**src/rtl/ctrl_seq_pkg.sv**
```systemverilog
// Shared definitions for the sequenced control unit: opcode/funct encodings,
// the registered strobe bundle and the sequencer state.
package ctrl_seq_pkg;

  typedef enum logic [2:0] {
    opADD   = 3'd0,
    opSUB   = 3'd1,
    opLW    = 3'd2,
    opSW    = 3'd3,
    opCEQ   = 3'd4,
    opCLT   = 3'd5,
    opSEI   = 3'd6,
    opOTHER = 3'd7
  } opcode_t;

  localparam logic [2:0] fnB0   = 3'd0;
  localparam logic [2:0] fnB1   = 3'd1;
  localparam logic [2:0] fnHALT = 3'd7;

  typedef struct packed {
    logic branch_en;
    logic flag_write;
    logic overflow_write;
    logic mem_read;
    logic mem_write;
    logic reg_wr_en;
    logic reg_wr_imm_en;
  } ctrl_t;

  typedef enum logic [1:0] {
    EXEC     = 2'd0,
    MEM_WAIT = 2'd1,
    HALT     = 2'd2
  } state_t;

  function automatic logic is_mem_op(input ctrl_t c);
    return c.mem_read | c.mem_write;
  endfunction

endpackage

```
**src/rtl/ctrl_seq_if.sv**
```systemverilog
// Fetch-side handshake plus the control strobes driven toward datapath and memory.
interface ctrl_seq_if #(
  parameter int IW = 9
);
  // instr_valid/instr_ready: an instruction transfers on a clock edge where
  // both are high; Instruction and FLAG_IN must be stable while instr_valid is high.
  logic          instr_valid;
  logic [IW-1:0] Instruction;
  logic          FLAG_IN;
  logic          instr_ready;
  logic          branch_en;
  logic          flag_write;
  logic          overflow_write;
  logic          MEM_READ;
  logic          MEM_WRITE;
  logic          reg_wr_en;
  logic          reg_wr_imm_en;
  logic          pc_stall;
  logic          done;

  modport master (
    output instr_valid, Instruction, FLAG_IN,
    input  instr_ready, branch_en, flag_write, overflow_write, MEM_READ,
           MEM_WRITE, reg_wr_en, reg_wr_imm_en, pc_stall, done
  );

  modport slave (
    input  instr_valid, Instruction, FLAG_IN,
    output instr_ready, branch_en, flag_write, overflow_write, MEM_READ,
           MEM_WRITE, reg_wr_en, reg_wr_imm_en, pc_stall, done
  );
endinterface

```
**src/rtl/ctrl_decode_comb.sv**
```systemverilog
// Pure combinational decode of one instruction (plus the current compare flag)
// into the strobe bundle and a halt indication.
module ctrl_decode_comb
  import ctrl_seq_pkg::*;
#(
  parameter int IW  = 9,
  parameter int OPW = 3,
  parameter int FNW = 3
) (
  input  logic [IW-1:0] instr,
  input  logic          flag_in,
  output ctrl_t         ctrl,
  output logic          halt
);

  logic [OPW-1:0] op;
  logic [FNW-1:0] fn;
  logic           unused_bits;

  assign op          = instr[IW-1 -: OPW];
  assign fn          = instr[FNW-1:0];
  assign unused_bits = ^instr[IW-OPW-1:FNW];

  always_comb begin
    ctrl = '0;
    halt = 1'b0;
    case (op)
      opADD, opSUB: begin
        ctrl.overflow_write = 1'b1;
        ctrl.reg_wr_en      = 1'b1;
      end
      opCEQ, opCLT: ctrl.flag_write = 1'b1;
      opSEI: begin
        ctrl.reg_wr_en     = 1'b1;
        ctrl.reg_wr_imm_en = 1'b1;
      end
      opSW: ctrl.mem_write = 1'b1;
      // LW requests a write-back; the sequencer delays it to the last memory cycle.
      opLW: begin
        ctrl.mem_read  = 1'b1;
        ctrl.reg_wr_en = 1'b1;
      end
      opOTHER: begin
        if (fn == fnB0)        ctrl.branch_en = !flag_in;
        else if (fn == fnB1)   ctrl.branch_en = flag_in;
        else if (fn == fnHALT) halt = 1'b1;
        else begin
          ctrl.overflow_write = 1'b1;
          ctrl.reg_wr_en      = 1'b1;
        end
      end
      default: ;
    endcase
  end

endmodule

```
**src/rtl/ctrl_seq.sv**
```systemverilog
// Sequenced control unit: accepts one instruction per handshake, registers the
// decoded strobes, stretches LW/SW over MEM_LAT cycles and parks in HALT.
module ctrl_seq
  import ctrl_seq_pkg::*;
#(
  parameter int IW      = 9,
  parameter int OPW     = 3,
  parameter int FNW     = 3,
  parameter int MEM_LAT = 1
) (
  input  logic        Clk,
  input  logic        Reset,
  ctrl_seq_if.slave   bus,
  output state_t      dbg_state
);

  localparam int CW = (MEM_LAT > 1) ? $clog2(MEM_LAT) : 1;

  state_t        state;
  ctrl_t         ctrl_q;
  ctrl_t         dec;
  logic          dec_halt;
  logic          done_q;
  logic          accept;
  logic [CW-1:0] cnt;

  ctrl_decode_comb #(
    .IW  (IW),
    .OPW (OPW),
    .FNW (FNW)
  ) u_decode (
    .instr   (bus.Instruction),
    .flag_in (bus.FLAG_IN),
    .ctrl    (dec),
    .halt    (dec_halt)
  );

  assign accept = bus.instr_valid && (state == EXEC);

  always_ff @(posedge Clk or posedge Reset) begin
    if (Reset) begin
      state  <= EXEC;
      ctrl_q <= '0;
      cnt    <= '0;
      done_q <= 1'b0;
    end else begin
      case (state)
        EXEC: begin
          ctrl_q <= '0;
          if (accept) begin
            ctrl_q <= dec;
            if (dec_halt) begin
              state  <= HALT;
              done_q <= 1'b1;
            end else if ((MEM_LAT > 1) && is_mem_op(dec)) begin
              state            <= MEM_WAIT;
              cnt              <= CW'(MEM_LAT - 1);
              ctrl_q.reg_wr_en <= 1'b0;
            end
          end
        end
        // Memory strobe stays up; LW write-back joins it on the final cycle.
        MEM_WAIT: begin
          if (cnt == CW'(1)) begin
            state            <= EXEC;
            ctrl_q.reg_wr_en <= ctrl_q.mem_read;
          end else begin
            cnt <= cnt - CW'(1);
          end
        end
        HALT: begin
          ctrl_q <= '0;
          done_q <= 1'b1;
        end
        default: begin
          state  <= EXEC;
          ctrl_q <= '0;
        end
      endcase
    end
  end

  assign bus.instr_ready    = (state == EXEC);
  assign bus.pc_stall       = (state == MEM_WAIT) || (state == HALT);
  assign bus.done           = done_q;
  assign bus.branch_en      = ctrl_q.branch_en;
  assign bus.flag_write     = ctrl_q.flag_write;
  assign bus.overflow_write = ctrl_q.overflow_write;
  assign bus.MEM_READ       = ctrl_q.mem_read;
  assign bus.MEM_WRITE      = ctrl_q.mem_write;
  assign bus.reg_wr_en      = ctrl_q.reg_wr_en;
  assign bus.reg_wr_imm_en  = ctrl_q.reg_wr_imm_en;
  assign dbg_state          = state;

endmodule

```
**src/flat_wrapper.sv**
```systemverilog
// flat-port wrapper written by rule: the top's interface ports become plain ports
module ctrl_seq_flat import ctrl_seq_pkg::*;
#(
  parameter int IW      = 9,
  parameter int OPW     = 3,
  parameter int FNW     = 3,
  parameter int MEM_LAT = 1
)
  (Clk, Reset, dbg_state, bus_instr_valid, bus_Instruction, bus_FLAG_IN, bus_instr_ready, bus_branch_en, bus_flag_write, bus_overflow_write, bus_MEM_READ, bus_MEM_WRITE, bus_reg_wr_en, bus_reg_wr_imm_en, bus_pc_stall, bus_done);
  ctrl_seq_if #(.IW(IW)) bus_i ();
  input  logic Clk;
  input  logic Reset;
  output state_t dbg_state;
  input wire logic [$bits(bus_i.instr_valid)-1:0] bus_instr_valid;
  input wire logic [$bits(bus_i.Instruction)-1:0] bus_Instruction;
  input wire logic [$bits(bus_i.FLAG_IN)-1:0] bus_FLAG_IN;
  output wire logic [$bits(bus_i.instr_ready)-1:0] bus_instr_ready;
  output wire logic [$bits(bus_i.branch_en)-1:0] bus_branch_en;
  output wire logic [$bits(bus_i.flag_write)-1:0] bus_flag_write;
  output wire logic [$bits(bus_i.overflow_write)-1:0] bus_overflow_write;
  output wire logic [$bits(bus_i.MEM_READ)-1:0] bus_MEM_READ;
  output wire logic [$bits(bus_i.MEM_WRITE)-1:0] bus_MEM_WRITE;
  output wire logic [$bits(bus_i.reg_wr_en)-1:0] bus_reg_wr_en;
  output wire logic [$bits(bus_i.reg_wr_imm_en)-1:0] bus_reg_wr_imm_en;
  output wire logic [$bits(bus_i.pc_stall)-1:0] bus_pc_stall;
  output wire logic [$bits(bus_i.done)-1:0] bus_done;
  assign bus_i.instr_valid = bus_instr_valid;
  assign bus_i.Instruction = bus_Instruction;
  assign bus_i.FLAG_IN = bus_FLAG_IN;
  assign bus_instr_ready = bus_i.instr_ready;
  assign bus_branch_en = bus_i.branch_en;
  assign bus_flag_write = bus_i.flag_write;
  assign bus_overflow_write = bus_i.overflow_write;
  assign bus_MEM_READ = bus_i.MEM_READ;
  assign bus_MEM_WRITE = bus_i.MEM_WRITE;
  assign bus_reg_wr_en = bus_i.reg_wr_en;
  assign bus_reg_wr_imm_en = bus_i.reg_wr_imm_en;
  assign bus_pc_stall = bus_i.pc_stall;
  assign bus_done = bus_i.done;
  ctrl_seq #(.IW(IW), .OPW(OPW), .FNW(FNW), .MEM_LAT(MEM_LAT)) u_core (.Clk(Clk), .Reset(Reset), .bus(bus_i), .dbg_state(dbg_state));
endmodule
```
**config.mk**
```make
export PLATFORM = sky130hd
export DESIGN_NAME = ctrl_seq_flat
export DESIGN_NICKNAME = d
export VERILOG_FILES = /design/src/rtl/ctrl_seq_pkg.sv /design/src/rtl/ctrl_seq_if.sv /design/src/rtl/ctrl_decode_comb.sv /design/src/rtl/ctrl_seq.sv /design/src/flat_wrapper.sv
export SDC_FILE = /design/constraint.sdc
export NUM_CORES = 1
export LEC_CHECK = 0
export ABC_AREA = 0
export BUFFER_PORTS_ARGS = -buffer_cell sky130_fd_sc_hd__clkbuf_2
export CORE_AREA = 2 2 39 41
export CTS_BUF_LIST = sky130_fd_sc_hd__clkbuf_4 sky130_fd_sc_hd__clkbuf_8
export DETAILED_ROUTE_END_ITERATION = 6
export DIE_AREA = 0 0 41 43
export GPL_TIMING_DRIVEN = 0
export RECOVER_POWER = 50
export SLEW_MARGIN = 5
export SYNTH_ARGS = -nofsm -noshare
export SYNTH_HDL_FRONTEND = slang
export SYNTH_SLANG_ARGS = --single-unit
```
**constraint.sdc**
```tcl
create_clock -name Clk -period 1.6 [get_ports Clk]
set_clock_uncertainty 0.1 [all_clocks]
set_input_delay 0.32 -clock Clk [delete_from_list [all_inputs] [get_ports Clk]]
set_output_delay 0.32 -clock Clk [all_outputs]
set_load 0.05 [all_outputs]
```
==> metrics.md <==
| Metric | Value |
|---|---|
| Run status | completed |
| Met3 wire len | 65 µm |
| Gates resized, CTS repair | 0 |
| Final worst path period share | 0.9211 |
| Mean area per synthesized cell | between 10 and 15 µm² |
| Sequential-to-total area share from yosys stat | 0.5825 |
| #FFs+latches synth | 9 |
| Maximum clock path buffer count | 2 |
| Setup repair after global routing missed its margin | no |
| Worst hold-check slack | ~190 ps |
| Number of hold-slack violations in the final timing report | 0 |
| Global-route wire length before repair | between 1 and 1.5 mm |
| YS warnings | 0 |
| Top-level port count | 25 |
| Count leader, synth | dfrtp_1 |
| Cell with the biggest individual delay on the critical path | dfrtp_1 |
| Critical Path End Type | output pin |
| Highest Signal Layer | met4 |
| Clk Tree Root Cell | clkbuf_4 |
| Syn_nets | 49 |
| Met2 wirelength from detailed routing | between 300 and 400 µm |
| Synth cell count leaders | 9 x dfrtp_1, 5 x nor2_1, 3 x buf_4, 3 x inv_1, 3 x nand2_1 |
| Setup total negative slack | 0 ps |
| Clock latency at the later pin of the worst-skew pair | between 200 and 300 ps |
| Fraction of synthesis flops using an asynchronous set or reset pin | 1.000 |
| DP Wirelength | between 600 and 700 µm |
| Leftover overflow at the end of global routing | 0 |
| Pre-antenna DRT Iters | 3 |
| Initial cell density of the core | 0.2794 |
| Initial antenna violation count | 0 |
| Reported leakage power | about 0.00030 µW |
| Min-delay worst type | input port to register |
| Via density per instance | 4.355 |
| Clock Pin Slew Worst Setup and Hold Paths | about 60 ps |
| Largest net degree at the start of global routing | 10 |
| Count of antenna diodes in the layout | 0 |
| CTS tree | yes |
| Floorplan Core Area | 1384 µm² |
| Critical path buffer and inverter count | 2 |
| Total number of placement rows | 14 |
| DRC errors left | 0 |
| Number of enable flip-flop cells after synthesis | 0 |
| Largest cells by area after synthesis | dfrtp_1 58%, buf_4 5.8%, nor2_1 4.9%, a221oi_2 3.9%, a41o_2 2.9% |
| Number of max-slew violations in the final report | 0 |
| DIE WIDTH | between 40 and 50 µm |
| Final cell count without fillers | 76 |
| Leading register cell type out of synthesis | dfrtp_1 |
| Fraction of layout cells with a size suffix above 1 | 0.4667 |
| Global placer's final weighted congestion | 0.6789 |
| Number of global-route vias before repair | ~310 |
| Num CTS Buffers | 3 |
| Synthesized cell area | around 390 µm² |
| Cells along the critical path | buf_4, clkbuf_2 |
| Routed metal-1 wirelength | 309 µm |
| Worst endpoint required time | 1180 ps |
| CP delay by family, top | flip-flops |
| Top fanout value on the critical path | 5 |
| Top cell type's share of synthesized area | 0.5825 |
| Post-Route WL | roughly 730 µm |
| Deepest level of the CTS H-tree | 1 |
| Count of buffers added by post-CTS timing repair for setup | 0 |
| Number of design-rule violations left by the first detailed-router iteration | 5 |
| DIE AREA | 1763 µm² |
| Sink count of the clock tree | 9 |
| Final core utilization | 0.3915 |
| Slowest stage delay, CP | roughly 420 ps |
| Input/output buffers | 19 |
| Maximum Capacitance Violations | 0 |
| Kind of launch point of the worst setup path | register |
| Wire length per cell after detailed routing | about 9.7 µm |
| Layout overhead on the synthesized area | 40.13% |
| Endpoints failing setup | 0 |
| Number of instances in the placed design | just over 70 |
| Final net count | between 70 and 80 |
| Filler Cells Inserted | 155 |
| Critical path start-end classification | register to output pin |
| Max IR drop VDD | approximately 0.00033 V |
| Placement-stage worst setup slack | 144.4 ps |
| Tot GR Track Use | 0.1110 |
| Highest attainable clock frequency | 0.6786 GHz |
| Critical path arrival | 1050 ps |
| Synth area leader | dfrtp_1 |
| Post-route minimum period | around 1500 ps |
| Remaining antenna violation count after routing | 0 |
| Vias after detailed routing | approximately 330 |
| Pwr Density | 1109 nW/µm² |
| Post-layout worst setup margin | around 130 ps |
| Die boundary height | 43 µm |
| Cells after Synth | 36 |
| Number of distinct library cell variants in the gate-level netlist after synthesis | 18 |
## final cells by class
| type | instances | area, µm² | area share |
|---|---|---|---|
| buffer | 3 | 22.52 | 0.04157 |
| timing repair buffer | 20 | 105.1 | 0.1940 |
| multi-input combinational | 21 | 127.6 | 0.2356 |
| tap | 16 | 20.02 | 0.03695 |
| clock buffer | 4 | 30.03 | 0.05543 |
| inverter | 3 | 11.26 | 0.02079 |
| sequential | 9 | 225.2 | 0.4157 |
## report_power, final
part | total (µW) | switching (µW) | leakage, µW | internal [µW]
registers | 247 | 8.36 | 0.000116 | 239
clock network | 184 | 71.1 | 0.0000184 | 113
logic | 170 | 122 | 0.000164 | 47.7
## through the flow
stage	instance area, µm²	total power [µW]
after floorplan	386.6	379.2
after global placement	501.7	418.3
after detailed placement	501.7	420.8
after CTS	541.8	607.0
after global routing	541.8	635.7
final	541.8	601.0
## flip-flops by register name, summed over array words and instances (netlist names)
signal / cells
u_core.bus.MEM_READ: 1
u_core.bus.MEM_WRITE: 1
u_core.bus.branch_en: 1
u_core.bus.done: 1
u_core.bus.flag_write: 1
u_core.bus.overflow_write: 1
u_core.bus.reg_wr_en: 1
u_core.bus.reg_wr_imm_en: 1
u_core.dbg_state: 1
## cell usage in the layout (no fill, tap or decap), drive strengths merged
cell         netlist  routed
a221oi             1       1
a41o               1       1
and2               1       1
and3               1       1
buf                3       3
clkbuf             0      23
conb               1       1
dfrtp              9       9
dlygate4sd3        0       1
inv                3       3
nand2              3       3
nand2b             1       1
nand3              1       1
nor2               5       5
nor2b              1       1
nor3               1       1
o32ai              1       1
or2                1       1
or3b               1       1
xnor2              1       1
## path summary, 6_finish.rpt
kind / from / endpoint / slack, ps / cells after the start
min: bus_Instruction[8] / u_core.bus.MEM_WRITE$_DFF_PP0_ / 190 / 2
max reg2reg: u_core.dbg_state[1]$_DFFE_PP0P_ / u_core.bus.done$_DFFE_PP0P_ / 510 / 2
min reg2reg: u_core.bus.done$_DFFE_PP0P_ / u_core.bus.done$_DFFE_PP0P_ / 370 / 1
min in group asynchronous: Reset / u_core.bus.done$_DFFE_PP0P_ / 450 / 3
max: u_core.dbg_state[1]$_DFFE_PP0P_ / dbg_state[1] / 130 / 2
max in group asynchronous: Reset / u_core.dbg_state[1]$_DFFE_PP0P_ / 700 / 3
## worst register-to-register path, cell delays in order, from the launching register on
cell	delay [ps]
dfrtp_1	420
a41o_2	260
or2_1	200
## what timing repair did
item / 4_1_cts / 5_1_grt
setup endpoints to repair: 0 / 0
hold endpoints to repair: 9 / 0
hold buffers: 1 / 0
## routing by layer
metal,track usage,vias to the layer above
met2,0.1563,15
met4,0.06000,0
met1,0.1373,151
met5,0,-
li1,-,163
met3,0.04712,2
## cell families after synthesis
logic type             after synthesis  share of synthesized area
flip-flops                           9                     0.5825
AO/OA/AOI/OAI                        3                    0.09061
buffers and inverters                6                    0.08737
AND/OR/NAND/NOR                     16                     0.2072
other                                1                   0.009699
XOR/XNOR                             1                    0.02266
Power figures use the tool's default switching activity.
